File: config.mk
export PLATFORM = sky130hd
export DESIGN_NAME = conv_sinc_dr_4bits
export DESIGN_NICKNAME = d
export VERILOG_FILES = /design/src/rtl/conv_dr_pkg.sv /design/src/rtl/conv_sinc_dr_4bits_sinc_ack.sv /design/src/rtl/conv_sinc_dr_4bits.sv
export SDC_FILE = /design/constraint.sdc
export NUM_CORES = 1
export LEC_CHECK = 0
export ABC_AREA = 0
export CAP_MARGIN = 25
export CORE_MARGIN = 2
export CORE_UTILIZATION = 49
export CTS_CLUSTER_SIZE = 25
export DETAILED_ROUTE_END_ITERATION = 10
export GPL_ROUTABILITY_DRIVEN = 0
export HOLD_SLACK_MARGIN = 0.05
export PLACE_DENSITY = 0.75
export SYNTH_ARGS = -nofsm -noshare
export SYNTH_HDL_FRONTEND = slang
export SYNTH_SLANG_ARGS = --single-unit
File: constraint.sdc
create_clock -name clk -period 2.2 [get_ports clk]
set_clock_uncertainty 0.1 [all_clocks]
set_input_delay 0.44 -clock clk [delete_from_list [all_inputs] [get_ports clk]]
set_output_delay 0.44 -clock clk [all_outputs]
set_load 0.01 [all_outputs]
File: src/rtl/conv_dr_pkg.sv
// Shared definitions for the clocked-to-dual-rail path: FSM states, spacer value
// and the single-rail to dual-rail encoder used by the sender and decoder blocks.
package conv_dr_pkg;

    typedef enum logic [1:0] {
        REPOUSO = 2'd0,
        DADO    = 2'd1,
        NULO    = 2'd2
    } estado_t;

    localparam logic [7:0] DR_ESPACADOR = 8'h00;

    // Bit i drives rail 2i+1 (true) when 1, rail 2i (false) when 0.
    function automatic logic [7:0] cod_dual_rail(input logic [3:0] dado);
        logic [7:0] rails;
        rails = '0;
        for (int i = 0; i < 4; i++) begin
            rails[2*i+1] = dado[i];
            rails[2*i]   = ~dado[i];
        end
        return rails;
    endfunction

endpackage

File: src/rtl/conv_sinc_dr_4bits_sinc_ack.sv
// N-stage synchroniser for the asynchronous completion acknowledge.
module sinc_ack #(
    parameter int N = 2
) (
    input  logic clk,
    input  logic rst,
    input  logic d_i,
    output logic q_o
);

    logic [N-1:0] estagio_q;

    always_ff @(posedge clk or posedge rst) begin
        if (rst) begin
            estagio_q <= '0;
        end else begin
            estagio_q <= {estagio_q[N-2:0], d_i};
        end
    end

    assign q_o = estagio_q[N-1];

endmodule

File: src/rtl/conv_sinc_dr_4bits.sv
// Clocked-to-dual-rail sender: FIFO-buffered 4-bit words out as four-phase RZ codewords.
// Optional handshake timeout flag enabled by defining CONV_DR_TIMEOUT_EN.
module conv_sinc_dr_4bits
    import conv_dr_pkg::*;
#(
    parameter int PROF_FIFO      = 2,
    parameter int SYNC_ESTAGIOS  = 2,
    parameter int TIMEOUT_CICLOS = 255
) (
    input  logic       clk,
    input  logic       rst,
    input  logic [3:0] dado_in,
    input  logic       valido_in,
    output logic       pronto_out,
    output logic [7:0] dr_out,
    output logic       hab_out,
    input  logic       ack_in,
    output logic       ocupado,
    output logic       erro_timeout
);

    localparam int AW = $clog2(PROF_FIFO);
    localparam int CW = AW + 1;

    if (PROF_FIFO < 2 || (PROF_FIFO & (PROF_FIFO - 1)) != 0) begin : g_chk_fifo
        $error("PROF_FIFO must be a power of two >= 2");
    end
    if (SYNC_ESTAGIOS < 2) begin : g_chk_sync
        $error("SYNC_ESTAGIOS must be >= 2");
    end
    if (TIMEOUT_CICLOS < 1) begin : g_chk_timeout
        $error("TIMEOUT_CICLOS must be >= 1");
    end

    logic          ack_s;
    logic [3:0]    mem_q [PROF_FIFO];
    logic [AW-1:0] wr_ptr_q, rd_ptr_q;
    logic [CW-1:0] count_q, count_d;
    logic          push, pop;
    estado_t       state_q, state_d;
    logic [7:0]    dr_q, dr_d;
    logic          hab_q, hab_d;
    logic          ocupado_q, ocupado_d;

    sinc_ack #(.N(SYNC_ESTAGIOS)) u_sinc_ack (
        .clk (clk),
        .rst (rst),
        .d_i (ack_in),
        .q_o (ack_s)
    );

    // A pop never frees a slot for a same-cycle push: acceptance looks only at count_q.
    assign pronto_out = (count_q < CW'(PROF_FIFO));
    assign push       = valido_in & pronto_out;
    assign count_d    = count_q + CW'(push) - CW'(pop);

    always_ff @(posedge clk) begin
        if (push) begin
            mem_q[wr_ptr_q] <= dado_in;
        end
    end

    always_comb begin
        state_d = state_q;
        dr_d    = dr_q;
        hab_d   = hab_q;
        pop     = 1'b0;
        case (state_q)
            REPOUSO: begin
                dr_d  = DR_ESPACADOR;
                hab_d = 1'b0;
                // A high ack_s here is stale; wait for it to fall before sending.
                if (count_q != '0 && !ack_s) begin
                    pop     = 1'b1;
                    dr_d    = cod_dual_rail(mem_q[rd_ptr_q]);
                    hab_d   = 1'b1;
                    state_d = DADO;
                end
            end
            DADO: begin
                if (ack_s) begin
                    dr_d    = DR_ESPACADOR;
                    hab_d   = 1'b0;
                    state_d = NULO;
                end
            end
            NULO: begin
                if (!ack_s) begin
                    if (count_q != '0) begin
                        pop     = 1'b1;
                        dr_d    = cod_dual_rail(mem_q[rd_ptr_q]);
                        hab_d   = 1'b1;
                        state_d = DADO;
                    end else begin
                        state_d = REPOUSO;
                    end
                end
            end
            default: begin
                dr_d    = DR_ESPACADOR;
                hab_d   = 1'b0;
                state_d = REPOUSO;
            end
        endcase
        ocupado_d = (state_d != REPOUSO) || (count_d != '0);
    end

    always_ff @(posedge clk or posedge rst) begin
        if (rst) begin
            state_q   <= REPOUSO;
            dr_q      <= DR_ESPACADOR;
            hab_q     <= 1'b0;
            ocupado_q <= 1'b0;
            count_q   <= '0;
            wr_ptr_q  <= '0;
            rd_ptr_q  <= '0;
        end else begin
            state_q   <= state_d;
            dr_q      <= dr_d;
            hab_q     <= hab_d;
            ocupado_q <= ocupado_d;
            count_q   <= count_d;
            if (push) wr_ptr_q <= wr_ptr_q + AW'(1);
            if (pop)  rd_ptr_q <= rd_ptr_q + AW'(1);
        end
    end

    assign dr_out  = dr_q;
    assign hab_out = hab_q;
    assign ocupado = ocupado_q;

`ifdef CONV_DR_TIMEOUT_EN
    localparam int TW = ($clog2(TIMEOUT_CICLOS + 1) > 8) ? $clog2(TIMEOUT_CICLOS + 1) : 8;

    logic [TW-1:0] cnt_q, cnt_d;
    logic          erro_q, erro_d;

    // Counter restarts on every state entry and saturates at the limit.
    always_comb begin
        cnt_d  = cnt_q;
        erro_d = erro_q;
        if (state_d != state_q) begin
            cnt_d = '0;
        end else if (state_q != REPOUSO && cnt_q != TW'(TIMEOUT_CICLOS)) begin
            cnt_d = cnt_q + TW'(1);
        end
        if (cnt_d == TW'(TIMEOUT_CICLOS)) begin
            erro_d = 1'b1;
        end
    end

    always_ff @(posedge clk or posedge rst) begin
        if (rst) begin
            cnt_q  <= '0;
            erro_q <= 1'b0;
        end else begin
            cnt_q  <= cnt_d;
            erro_q <= erro_d;
        end
    end

    assign erro_timeout = erro_q;
`else
    assign erro_timeout = 1'b0;
`endif

endmodule

### After elaboration in Yosys (flattened, before gate mapping)

Memory sizes are Yosys's and may differ from the RTL's.
Cells that the tools add are included.

| word-level totals | value |
|---|---|
| register bits | 18 |
| memory bits (writable) | 8 |
| bits of input ports | 8 |
| word-level logic and storage cells | 52 |
| memories kept | 1 |

| cells by class | value |
|---|---|
| $add $sub $neg | 4 |
| order comparisons | 1 |
| equality and inequality tests | 5 |
| multiplexer cells | 20 |
| bitwise logic cells | 5 |
| reduce and logical (&&, ||, !) cells | 8 |

Memories:

| memory | words | bits a word | rd ports | clocked after memory_dff | write ports | line | text |
|---|---|---|---|---|---|---|---|
| mem_q | 2 | 4 | 1 | 0 | 1 | conv_sinc_dr_4bits.sv:36 | `logic [3:0] mem_q [PROF_FIFO];` |

Operators by type and width:

| operator | count |
|---|---|
| $mux W8 | 4 |
| $pmux W8 S3 | 1 |
| $mux W1 | 9 |
| $mux W2 | 3 |
| $pmux W2 S3 | 1 |
| $reduce_bool A2 Y1 | 3 |
| $ne A2 B2 Y1 const B | 2 |
| $not A1 Y1 | 4 |
| $pmux W1 S3 | 1 |
| $reduce_and A3 Y1 | 1 |
| $add A1 B1 Y1 const B | 2 |
| $add A2 B1 Y2 | 1 |
| $eq A2 B1 Y1 const B | 1 |
| $eq A2 B2 Y1 const B | 1 |
| $logic_not A2 Y1 | 1 |
| $lt A2 B2 Y1 const B | 1 |
| $ne A2 B1 Y1 const B | 1 |
| $pmux W1 S2 | 1 |
| $sub A2 B1 Y2 | 1 |
| $and A1 B1 Y1 | 1 |
| $logic_and A1 B1 Y1 | 1 |
| $logic_not A1 Y1 | 1 |
| $logic_or A1 B1 Y1 | 1 |

### Longest topological paths before layout

Gate-level depths: netlist (run 1).

| logic depth | value |
|---|---|
| depth in word-level cells | 7 |
| depth in mapped cells | 10 |

### Modules after synthesis

Synthesis (run 1) repeated with hierarchy kept, for this count alone.

| second synthesis, totals | value |
|---|---|
| cell total of the unflattened synthesis | 69 |
| area, all modules | 1013.5 um2 |

Modules (own cells, without submodules):

| module | instances | cells an instance | area each (um2) | seq. area each (um2) |
|---|---|---|---|---|
| conv_sinc_dr_4bits | 1 | 66 | 959.7 | 640.6 |
| sinc_ack | 1 | 3 | 53.8 | 50.0 |

### Worst setup path after synthesis (run 1)

OpenSTA, ideal clock, no wires.

| path | value |
|---|---|
| path type | reg-to-reg |
| from | register count_q[1] |
| to | register ocupado_q, in the netlist ocupado |
| data arrival time | 1.744 ns |
| slack | 0.223 ns |
| cell stages (with the launch flop) | 11 |
| period minus slack after synthesis | 1.977 ns |
| path through | dfrtp_1 o21ba_1 nand2b_2 buf_4 inv_2 ha_1 inv_1 ha_1 xnor2_1 xnor2_1 nand4b_1 |

| between the ends | value |
|---|---|
| word-level cells in the longest chain between the ends | 7 |
| elaborated cells between the ends (all ways) | 17 |
| classes of those cells | 2 x add/sub; 1 x order compare; 8 x mux; 1 x bitwise; 5 x reduce/logical |

RTL lines:

| what | line | text |
|---|---|---|
| from (decl) | conv_sinc_dr_4bits.sv:38 | `logic [CW-1:0] count_q, count_d;` |
| from (signal assigned) | conv_sinc_dr_4bits.sv:122 | `count_q <= count_d;` |
| $reduce_bool A2 Y1 (*) | conv_sinc_dr_4bits.sv:73, conv_sinc_dr_4bits.sv:89 |  |
| $mux W1 / $logic_and A1 B1 Y1 (equally long branches) | conv_sinc_dr_4bits.sv:89, conv_sinc_dr_4bits.sv:73 |  |
| $mux W1, on equally long branches | conv_sinc_dr_4bits.sv:88, conv_sinc_dr_4bits.sv:73 |  |
| $pmux W1 S2 (*) | conv_sinc_dr_4bits.sv:68 | `case (state_q)` |
| net pop | conv_sinc_dr_4bits.sv:39 | `logic push, pop;` |
| $sub A2 B1 Y2 (*) | conv_sinc_dr_4bits.sv:55 | `assign count_d = count_q + CW'(push) - CW'(pop);` |
| net count_d[1] | conv_sinc_dr_4bits.sv:38 |  |
| $reduce_bool A2 Y1 (*) | conv_sinc_dr_4bits.sv:105 | `ocupado_d = (state_d != REPOUSO) \|\| (count_d != '0);` |
| $logic_or A1 B1 Y1 (*) | conv_sinc_dr_4bits.sv:105 |  |
| net ocupado_d | conv_sinc_dr_4bits.sv:43 | `logic ocupado_q, ocupado_d;` |
| to (signal assigned) | conv_sinc_dr_4bits.sv:121 | `ocupado_q <= ocupado_d;` |
| to (decl) | conv_sinc_dr_4bits.sv:43 |  |

Mark *: on every way through the listed nets, which the timed path passes. The rest lies on a longest branch.
A chain may end at the register's enable or synchronous reset.

### Final worst setup path (run 1)

| path | value |
|---|---|
| from | register u_sinc_ack.estagio_q[1] |
| to | register ocupado_q, in the netlist ocupado |

| between the ends | value |
|---|---|
| word-level cells in the longest chain between the ends | 7 |
| elaborated cells between the ends (all ways) | 13 |
| classes of those cells | 1 x add/sub; 7 x mux; 5 x reduce/logical |

RTL lines:

| what | line | text |
|---|---|---|
| from (decl) | conv_sinc_dr_4bits_sinc_ack.sv:11 | `logic [N-1:0] estagio_q;` |
| from (signal assigned) | conv_sinc_dr_4bits_sinc_ack.sv:17 | `estagio_q <= {estagio_q[N-2:0], d_i};` |
| $logic_not A1 Y1 | -- |  |
| $logic_and A1 B1 Y1 | conv_sinc_dr_4bits.sv:73 | `if (count_q != '0 && !ack_s) begin` |
| $mux W1 | conv_sinc_dr_4bits.sv:73 |  |
| $pmux W1 S2 (*) | conv_sinc_dr_4bits.sv:68 |  |
| net pop | conv_sinc_dr_4bits.sv:39 |  |
| $sub A2 B1 Y2 (*) | conv_sinc_dr_4bits.sv:55 |  |
| net count_d[1] | conv_sinc_dr_4bits.sv:38 |  |
| $reduce_bool A2 Y1 (*) | conv_sinc_dr_4bits.sv:105 |  |
| $logic_or A1 B1 Y1 (*) | conv_sinc_dr_4bits.sv:105 |  |
| net ocupado_d | conv_sinc_dr_4bits.sv:43 |  |

Marked as above.

==> results of run 1 <==
[worst max-delay path: stages, from the launching register on]
cell	delay, ns
dfrtp_1	0.43
o21ba_1	0.31
nand2b_2	0.08
inv_2	0.11
ha_1	0.24
inv_1	0.05
ha_1	0.15
xnor2_1	0.13
xnor2_1	0.10
nand4b_1	0.18
[sequential cells by signal (all words and copies together) (netlist names)]
signal and flops:
mem_q 8, count_q 2, u_sinc_ack.estagio_q 2, rd_ptr_q 1
state_q 2, dr_out 8, ocupado 1, wr_ptr_q 1
hab_out 1
[placed cells by master, fill, tap and decap left out, drive strengths merged]
cell / n
a21boi: 1
a21o: 1
a21oi: 1
a22o: 4
and3: 1
buf: 2
clkbuf: 3
clkdlybuf4s50: 18
clkinv: 1
conb: 1
dfrtp: 18
edfxtp: 8
ha: 2
inv: 5
mux2i: 4
nand2: 4
nand2b: 2
nand3b: 1
nand4b: 1
nor2: 1
o21ai: 1
o21ba: 1
o2bb2ai: 4
or3b: 1
xnor2: 4
[cell families (layout without fill, tap and decap cells)]
family / count (synthesis) / after routing / share of synthesized area (%)
flip-flops: 26 / 26 / 67.8
AO/OA/AOI/OAI: 13 / 13 / 11.4
AND/OR/NAND/NOR: 11 / 11 / 6.88
buffers and inverters: 8 / 29 / 3.68
XOR/XNOR: 4 / 4 / 3.44
multiplexers: 4 / 4 / 3.93
adder cells (fa/ha/maj): 2 / 2 / 2.46
other: 1 / 1 / 0.368
[worst max path at each step]
stage | start | endpoint | depth (start not counted)
after floorplan | count_q[1] | ocupado | 10
after global placement | valido_in | ocupado | 8
after detailed placement | valido_in | ocupado | 8
after CTS | u_sinc_ack.estagio_q[1] | ocupado | 9
after global routing | u_sinc_ack.estagio_q[1] | ocupado | 9
final | u_sinc_ack.estagio_q[1] | ocupado | 9
[metal layers]
layer | global-route usage (%) | up-vias | wire, um
met5 | 0 | - | 0
met4 | 6.94 | 0 | 19
met2 | 24.9 | 15 | 800
li1 | - | 282 | -
met1 | 20.2 | 301 | 709
met3 | 3.03 | 2 | 62
[stage by stage]
step	std cells	worst slack, ns	total power [uW]	hold WS [ns]	instance area [sq um]
2_1_floorplan	69	0.223	1160	0.231	1020
3_3_place_gp	113	0.0922	1400	0.233	1230
3_5_place_dp	113	0.000311	1440	0.240	1230
4_1_cts	117	0.172	1630	0.271	1250
5_1_grt	117	0.0336	1740	0.286	1250
6_report	117	0.197	1610	0.269	1250
[report_power, final]
part / internal [uW] / total [uW] / switching, uW
combinational: 356 / 640 / 284
clock: 66.1 / 193 / 127
sequential: 661 / 774 / 113
[area by class of cell]
| cell class | instances | area [sq um] | share of cell area, % |
|---|---|---|---|
| Sequential cell | 26 | 691 | 55.0 |
| Timing Repair Buffer | 20 | 195 | 15.6 |
| Inverter | 5 | 18.8 | 1.50 |
| Tap cell | 27 | 33.8 | 2.69 |
| Multi-Input combinational cell | 35 | 290 | 23.1 |
| Clock inverter | 1 | 3.75 | 0.299 |
| Clock buffer | 3 | 22.5 | 1.79 |
==> reports/qor.txt, run 1 <==
I/O Buffers -> 18
most frequent cell after synthesis -> dfrtp_1
R2R Setup Slk -> 0.20 ns
Yosys cell types -> 24
Synth area leaders -> dfrtp_1 44%, edfxtp_1 24%, mux2i_1 3.9%, a22o_1 3.4%, o2bb2ai_1 3.4%
Slew @ Worst Pin -> 0.651 ns
reg2reg path depth -> 9
FFs w/ async S/R, synth -> 69.2%
WL/cell -> 13.6 um
Critical R2R Launch -> u_sinc_ack.estagio_q[1]
area grow syn2layout -> 23.2%
sequential cell area fraction in the yosys report -> 67.8%
Hold Path Class -> flip-flop to flip-flop
initial antenna violation count -> 0
Post-synth top flop -> dfrtp_1
number of flops mapped to enable cells by yosys -> 8
CP endpoint kind -> flip-flop
crit path max fanout -> 6
Worst slew margin -> 56.6%
Row Count -> 16
status -> complete, no violations
HPWL after DPL -> 1.26 mm
final cycle utilization of the critical path -> 91.0%
Die Width -> 49.6 um
Hold Crit Endpoint -> u_sinc_ack.estagio_q[1]
startpoint types -> flip-flop
unrepaired setup endpoints after global routing -> false
Syn Area/Cell -> 14.8 sq um
Worst EP required -> 2.29 ns
n_diodes -> 0
Remaining DRCs -> 0
clk_lat worst skew -> 0.30 ns
clock buffer depth -> 2
starting density of the core -> 51.9%
Ys Warns -> 0
Synth area leader -> dfrtp_1
critical path class -> flip-flop to flip-flop
min Tclk post-route -> 2.00 ns
Synth Instances -> 69
clk root buf -> clkbuf_4
Pins Over Slew Limit -> 0
CTS tree -> done
Max-Cap Viols -> 0
vias per cell -> 5.13
Worst VDD drop -> 0.721 mV
all-layer global routing usage -> 15.5%
total grt overflow -> 0
Nets -> 101
I/O pins -> 20
setup tns final -> 0 ns
Core Region -> 1960 sq um
commonest cells in the netlist -> 18 x dfrtp_1, 8 x edfxtp_1
routed vias -> 600
Synth Cell Area -> 1020 sq um
post-CTS setup buffer count -> 0
synthesized net count -> 79
Routed WL -> 1.59 mm
DRC violation total after the first TritonRoute iteration -> 13
die height -> 49.6 um
clk sinks -> 26
cts bufs inserted -> 3
Worst Path Arrival -> 2.09 ns
Resize count post-CTS -> 0
setup violators final -> 0
pwr dens -> 1280 nW/um^2
cts hold-fix bufs -> 0
max frequency -> 499 MHz
Static Leak -> 0.000546 uW
Final ANT Viol Nets -> 0
Clock H-tree levels -> 1
first-pass GRT wire length -> 2.81 mm
largest net degree at the start of global routing -> 19
top cell type's share of synthesized area -> 44.2%
proportion of layout cells with a drive suffix above 1 -> 11.1%
fin util -> 64.0%
vias in the first global route -> 625
die area -> 2460 sq um
Hold Crit Start -> u_sinc_ack.estagio_q[0]
Fillers -> 169
CTS clk-pin slew, worst paths -> 0.12 ns
Synth Register Bits -> 26
Detailed Routing Iterations Pass 1 -> 3
reg2reg end -> ocupado
Final Hold Viols -> 0
hold depth -> 0
No activity file was read; power rests on OpenSTA's default activity.
==> inputs of run 2 (changes only) <==
- SLEW_MARGIN: default -> 20
==> results of run 2 <==
Final layout, timing and power as in run 1 (identical DEF).
